<file path="config.mk">
export PLATFORM = sky130hd
export DESIGN_NAME = spi_flash_seq
export DESIGN_NICKNAME = d
export VERILOG_FILES = /design/src/rtl/spi_flash_pkg.sv /design/src/rtl/spi_flash_wdog.sv /design/src/rtl/spi_flash_seq.sv
export SDC_FILE = /design/constraint.sdc
export NUM_CORES = 1
export LEC_CHECK = 0
export CORE_MARGIN = 5
export CORE_UTILIZATION = 45
export DETAILED_ROUTE_END_ITERATION = 10
export PLACE_DENSITY = 0.81
export SLEW_MARGIN = 20
export SYNTH_ARGS = -nofsm -noshare
export SYNTH_HDL_FRONTEND = slang
export SYNTH_SLANG_ARGS = --single-unit
</file>
<file path="constraint.sdc">
create_clock -name sclk -period 5.2 [get_ports sclk]
set_input_delay 0.52 -clock sclk [delete_from_list [all_inputs] [get_ports sclk]]
set_output_delay 0.52 -clock sclk [all_outputs]
set_load 0.1 [all_outputs]
</file>
<file path="src/rtl/spi_flash_pkg.sv">
// Shared state codes, command ops and flash opcodes for the SPI flash command sequencer.
package spi_flash_pkg;

  typedef logic [2:0] state_t;

  localparam state_t StIdle  = 3'd0;
  localparam state_t StCmd   = 3'd1;
  localparam state_t StAddr2 = 3'd2;
  localparam state_t StAddr1 = 3'd3;
  localparam state_t StAddr0 = 3'd4;
  localparam state_t StDummy = 3'd5;
  localparam state_t StData  = 3'd6;
  localparam state_t StGap   = 3'd7;

  typedef enum logic [1:0] {
    OpReadId     = 2'b00,
    OpRead       = 2'b01,
    OpReadStatus = 2'b10,
    OpRsvd       = 2'b11
  } op_e;

  localparam logic [7:0] OpcReadId     = 8'h9F;
  localparam logic [7:0] OpcReadStatus = 8'h05;
  localparam logic [7:0] OpcRead       = 8'h03;
  localparam logic [7:0] OpcFastRead   = 8'h0B;

  localparam int unsigned IdBytes = 3;

  // read_opc lets the caller pick plain or fast read without the package knowing the build.
  function automatic logic [7:0] opcode_for(op_e op, logic [7:0] read_opc);
    case (op)
      OpReadId:     return OpcReadId;
      OpReadStatus: return OpcReadStatus;
      default:      return read_opc;
    endcase
  endfunction

endpackage

</file>
<file path="src/rtl/spi_flash_wdog.sv">
// Byte-done watchdog: counts sclk cycles while enabled, restarts on clear, flags expiry.
module spi_flash_wdog #(
  parameter int unsigned TIMEOUT = 4096
) (
  input  logic sclk,
  input  logic rst_n,
  input  logic clear,
  input  logic enable,
  output logic expired
);

  localparam int unsigned CntW = (TIMEOUT > 1) ? $clog2(TIMEOUT) : 1;
  localparam logic [CntW-1:0] Last = CntW'(TIMEOUT - 1);

  logic [CntW-1:0] cnt_q, cnt_d;

  always_comb begin
    cnt_d = cnt_q;
    if (clear || !enable) begin
      cnt_d = '0;
    end else if (cnt_q != Last) begin
      cnt_d = cnt_q + 1'b1;
    end
  end

  // Fires on the TIMEOUT-th enabled cycle since the last clear; a same-cycle flag wins.
  assign expired = enable && !clear && (cnt_q == Last);

  always_ff @(posedge sclk or negedge rst_n) begin
    if (!rst_n) begin
      cnt_q <= '0;
    end else begin
      cnt_q <= cnt_d;
    end
  end

endmodule

</file>
<file path="src/rtl/spi_flash_seq.sv">
// Command sequencer in front of the SPI flash byte engine (READ_ID / READ / READ_STATUS).
// Build option: define SPI_FLASH_FAST_READ_EN for opcode 0x0B with one dummy byte.
module spi_flash_seq
  import spi_flash_pkg::*;
#(
  parameter int unsigned LEN_W   = 8,
  parameter int unsigned CS_GAP  = 4,
  parameter int unsigned TIMEOUT = 4096
) (
  input  logic             sclk,
  input  logic             rst_n,
  input  logic             cmd_valid,
  output logic             cmd_ready,
  input  logic [1:0]       cmd_op,
  input  logic [23:0]      cmd_addr,
  input  logic [LEN_W-1:0] cmd_len,
  output logic [7:0]       rd_data,
  output logic             rd_valid,
  output logic             rd_last,
  output logic             busy,
  output logic             err,
  output logic             spi_en,
  output logic [7:0]       spi_datasend,
  input  logic             spi_dataflag,
  input  logic [7:0]       spi_datarecv
);

`ifdef SPI_FLASH_FAST_READ_EN
  localparam logic [7:0] ReadOpcode = OpcFastRead;
`else
  localparam logic [7:0] ReadOpcode = OpcRead;
`endif

  localparam int unsigned GapW = (CS_GAP > 1) ? $clog2(CS_GAP) : 1;

  state_t           state_q, state_d;
  op_e              op_q, op_d, cmd_op_e;
  logic [23:0]      addr_q, addr_d;
  logic [LEN_W-1:0] cnt_q, cnt_d;
  logic [GapW-1:0]  gap_q, gap_d;
  logic             spi_en_q, spi_en_d;
  logic [7:0]       tx_q, tx_d;
  logic [7:0]       rd_data_q, rd_data_d;
  logic             rd_valid_q, rd_valid_d;
  logic             rd_last_q, rd_last_d;
  logic             err_q, err_d;
  logic             wdog_expired;

  spi_flash_wdog #(
    .TIMEOUT (TIMEOUT)
  ) u_wdog (
    .sclk    (sclk),
    .rst_n   (rst_n),
    .clear   (spi_dataflag),
    .enable  (spi_en_q),
    .expired (wdog_expired)
  );

  always_comb begin
    state_d    = state_q;
    op_d       = op_q;
    addr_d     = addr_q;
    cnt_d      = cnt_q;
    gap_d      = gap_q;
    spi_en_d   = spi_en_q;
    tx_d       = tx_q;
    rd_data_d  = rd_data_q;
    rd_valid_d = 1'b0;
    rd_last_d  = 1'b0;
    err_d      = 1'b0;
    cmd_op_e   = op_e'(cmd_op);

    case (state_q)
      StIdle: begin
        if (cmd_valid) begin
          if (cmd_op_e == OpRsvd || (cmd_op_e == OpRead && cmd_len == '0)) begin
            err_d = 1'b1;
          end else begin
            state_d  = StCmd;
            op_d     = cmd_op_e;
            addr_d   = cmd_addr;
            spi_en_d = 1'b1;
            tx_d     = opcode_for(cmd_op_e, ReadOpcode);
            case (cmd_op_e)
              OpRead:   cnt_d = cmd_len;
              OpReadId: cnt_d = LEN_W'(IdBytes);
              default:  cnt_d = LEN_W'(1);
            endcase
          end
        end
      end
      StCmd: begin
        if (spi_dataflag) begin
          if (op_q == OpRead) begin
            state_d = StAddr2;
            tx_d    = addr_q[23:16];
          end else begin
            state_d = StData;
            tx_d    = 8'h00;
          end
        end
      end
      StAddr2: begin
        if (spi_dataflag) begin
          state_d = StAddr1;
          tx_d    = addr_q[15:8];
        end
      end
      StAddr1: begin
        if (spi_dataflag) begin
          state_d = StAddr0;
          tx_d    = addr_q[7:0];
        end
      end
      StAddr0: begin
        if (spi_dataflag) begin
`ifdef SPI_FLASH_FAST_READ_EN
          state_d = StDummy;
`else
          state_d = StData;
`endif
          tx_d    = 8'h00;
        end
      end
      StDummy: begin
        if (spi_dataflag) begin
          state_d = StData;
          tx_d    = 8'h00;
        end
      end
      StData: begin
        if (spi_dataflag) begin
          rd_data_d  = spi_datarecv;
          rd_valid_d = 1'b1;
          if (cnt_q == LEN_W'(1)) begin
            rd_last_d = 1'b1;
            spi_en_d  = 1'b0;
            state_d   = StGap;
            gap_d     = '0;
          end else begin
            cnt_d = cnt_q - 1'b1;
          end
        end
      end
      StGap: begin
        if (gap_q == GapW'(CS_GAP - 1)) begin
          state_d = StIdle;
        end else begin
          gap_d = gap_q + 1'b1;
        end
      end
      default: state_d = StIdle;
    endcase

    // Stalled engine: drop CS and let the gap run out without a final-byte marker.
    if (wdog_expired) begin
      state_d    = StGap;
      gap_d      = '0;
      spi_en_d   = 1'b0;
      rd_valid_d = 1'b0;
      rd_last_d  = 1'b0;
      err_d      = 1'b1;
    end
  end

  always_ff @(posedge sclk or negedge rst_n) begin
    if (!rst_n) begin
      state_q    <= StIdle;
      op_q       <= OpReadId;
      addr_q     <= '0;
      cnt_q      <= '0;
      gap_q      <= '0;
      spi_en_q   <= 1'b0;
      tx_q       <= 8'h00;
      rd_data_q  <= 8'h00;
      rd_valid_q <= 1'b0;
      rd_last_q  <= 1'b0;
      err_q      <= 1'b0;
    end else begin
      state_q    <= state_d;
      op_q       <= op_d;
      addr_q     <= addr_d;
      cnt_q      <= cnt_d;
      gap_q      <= gap_d;
      spi_en_q   <= spi_en_d;
      tx_q       <= tx_d;
      rd_data_q  <= rd_data_d;
      rd_valid_q <= rd_valid_d;
      rd_last_q  <= rd_last_d;
      err_q      <= err_d;
    end
  end

  assign cmd_ready    = (state_q == StIdle);
  assign busy         = (state_q != StIdle);
  assign spi_en       = spi_en_q;
  assign spi_datasend = tx_q;
  assign rd_data      = rd_data_q;
  assign rd_valid     = rd_valid_q;
  assign rd_last      = rd_last_q;
  assign err          = err_q;

endmodule

</file>
==> impl_metrics.csv <==
group,metric,value,unit
timing,layout_setup_ws,1.86,ns
grt,overflow,0,
logic_synthesis,synth_area,3550,um^2
layout,fin_area,4490,um^2
timing,max_freq,300,MHz
detailed_routing,initialDrtViolationCount,181,
cts,clock_latency,0.35,ns
grt,track_usage,0.170,
timing,grt_setup_unrepaired,"false",
logic_synthesis,synth_nets,373,
placement,routabilityCongestion,0.828,
die,start_util,0.462,
detailed_routing,drc,0,
layout,finalNonFillerCells,493,
cts,clkTransAtPathRegs,0.08,ns
critical_path,crit_path_end_kind,"output pin",
critical_path,slowest_stage,"clkdlybuf4s50_1",
cts,root_buffer,"clkbuf_8",
layout,diodes,0,
critical_path,r2r-start,"state_q[0]",
die,core-area,7690,um^2
layout,utilization,0.584,
critical_path,critPathBufInv,2,
die,rows,32,
logic_synthesis,syn_inst,323,
placement,hpwl,5620,um
critical_path,cp_cell_sequence,"or3_1 > inv_1 > clkdlybuf4s50_1",
timing,drv_slew,0,
pwr,power_density,596,nW/um^2
logic_synthesis,synth_cell_types,55,
layout,drive_above_1_share,0.171,
layout,final_cell_mix,"71 x dfrtp_1, 66 x clkdlybuf4s50_1, 30 x mux2_2",
critical_path,critical_path.top_delay_family,"buffers and inverters",
detailed_routing,firstDrtPassIters,4,
timing,setup_viol,0,
timing,hold_viol_final,0,
logic_synthesis,synthTopCellsByArea,"dfrtp_1 50%, mux2_2 9.5%, mux2_4 3.4%",
logic_synthesis,synth_flop_cell,"dfrtp_1",
logic_synthesis,synth_edf_count,0,
die,dieWidth,98.8,um
detailed_routing,drt-total-wl,7910,um
detailed_routing,via_per_inst,5.53,
detailed_routing,vias,2725,
grt,grt_max_degree,72,
cts,cts.path.max_buffers,2,
placement,post_dp_cell_area,4270,um^2
grt,antenna_found_initial,0,
layout,syn_to_final_growth,26.5,%
worst_hold_path,hold_path_class,"in2async",
die,io_pins,68,
layout,fillers,644,
grt,grt_pass1_wl,13500,um
placement,portBuffers,67,
logic_synthesis,yosysSeqAreaShare,0.501,
timing,slew-limit-headroom,0.332,
timing,min_period_over_period,0.641,
cts,cts_made_buffers,9,
job,maxCapViolations,0,
pwr,power_leakage,1.94,nW
critical_path,max_stage_delay,1.15,ns
timing,fin_skew,0.0103,ns
layout,fin_nets,436,
die,die_h,98.8,um
logic_synthesis,synth_area_per_cell,11.0,um^2
cts,clkSinkCount,71,
logic_synthesis,yosysTopAreaCellShare,0.501,
cts,post_cts_resize_count,0,
detailed_routing,drtAntennaViolNets,0,
layout,layout_commonest_cell,"dfrtp_1",
cts,cts_tree,"yes",
timing,min_period,3.34,ns
critical_path,critPathLaunchType,"flip-flop",
die,dieArea,9760,um^2
status,status,"complete, no violations",
critical_path,cp-startpoint,"state_q[0]",
critical_path,critPathKind,"reg2out",
logic_synthesis,synth-seq-cells,71,
cts,cts_max_level,3,
logic_synthesis,synth_largest_area_cell,"dfrtp_1",
critical_path,cp.required,4.68,ns
cts,cts_setup_buffers,0,
detailed_routing,routedWlPerCell,16.1,um
pwr,ir_drop,0.000443,V
placement,pre_cts_ws,1.91,ns
logic_synthesis,ys_async_sr_fraction,1.00,
placement,dp.cells,477,
cts,holdBufCountCts,0,
critical_path,crit_fanout,21,
critical_path,cp.arrival,2.82,ns
timing,tns,0,ns
grt,grt_pass1_vias,2827,
timing,tightest_slew,0.999,ns
logic_synthesis,yosys_warnings,0,
-- synthesized netlist by cell type (3+ instances only) --
cell	n
a211oi_1	8
a21o_1	3
a21oi_1	14
a221oi_1	4
a31oi_1	9
a41oi_1	3
and2_1	5
and3_1	3
and4_1	4
buf_2	5
buf_6	3
clkbuf_1	9
dfrtp_1	71
ha_1	4
inv_1	11
mux2_2	30
mux2_4	8
mux2i_1	4
nand2_1	16
nand3_1	6
nor2_1	29
nor2b_1	3
nor3_1	10
nor4_2	3
o21ai_0	10
o21ai_1	9
xnor2_1	3
xor2_1	3
-- worst reg2reg max path: cells and delay by family, from the launching register on --
kind,cells,cell delay [ns]
simple gates,3,1.41
flops,1,0.81
compound gates,2,0.33
-- logic make-up after synthesis --
logic type | after synthesis | synth area share
compound gates | 79 | 0.151
xor+xnor | 6 | 0.0148
fa+ha+maj | 4 | 0.0141
buf+inv | 28 | 0.0377
flops | 71 | 0.501
mux | 42 | 0.140
simple gates | 93 | 0.141
-- where the power goes --
part / switching, W / internal [W] / leakage (nW)
registers: 0.000166 / 0.000757 / 0.898
logic: 0.000831 / 0.000429 / 0.934
clock network: 0.000210 / 0.000283 / 0.110
total: 0.00121 / 0.00147 / 1.94
-- area by class of cell --
cell class              instances  area [um^2]  area share
flip-flops and latches         71         1780       0.396
clock buffers                  11          141      0.0315
repair buffers                 69          681       0.152
well taps                     102          128      0.0284
multi-input cells             224         1640       0.365
clock inverters                 5         81.3      0.0181
inverters                      11         41.3     0.00920
-- metal layers --
layer | part of all wire | global-route usage | vias up
met4 | 0.014 | 0.0536 | 0
met2 | 0.46 | 0.255 | 82
met3 | 0.066 | 0.0587 | 11
li1 | - | - | 1312
met5 | 0 | 0 | -
met1 | 0.45 | 0.233 | 1320
-- final timing paths --
path | endpoint | slack, ns | depth (start not counted)
worst max-delay path | cmd_ready | 1.86 | 3
worst max register to register | cnt_q[4] | 2.54 | 5
max in group asynchronous | rd_data[0] | 4.26 | 2
min in group sclk | spi_datasend[6] | 0.49 | 2
worst min-delay path | spi_datasend[5] | 0.37 | 2
worst min register to register | spi_datasend[6] | 0.49 | 2
-- stage by stage --
| step | hold slack, ns | power [W] |
|---|---|---|
| after floorplan | 0.224 | 0.00188 |
| after global placement | 0.468 | 0.00216 |
| after detailed placement | 0.474 | 0.00219 |
| after CTS | 0.395 | 0.00269 |
| after global routing | 0.452 | 0.00283 |
| final | 0.371 | 0.00268 |
-- state kept, by name, indices dropped and copies added (netlist names) --
signal,count
rd_data,8
u_wdog.cnt_q,12
spi_en,1
gap_q,2
rd_last,1
op_q,2
cnt_q,8
spi_datasend,8
rd_valid,1
addr_q,24
err,1
state_q,3
Note: power is estimated with default switching activity, not from simulation.
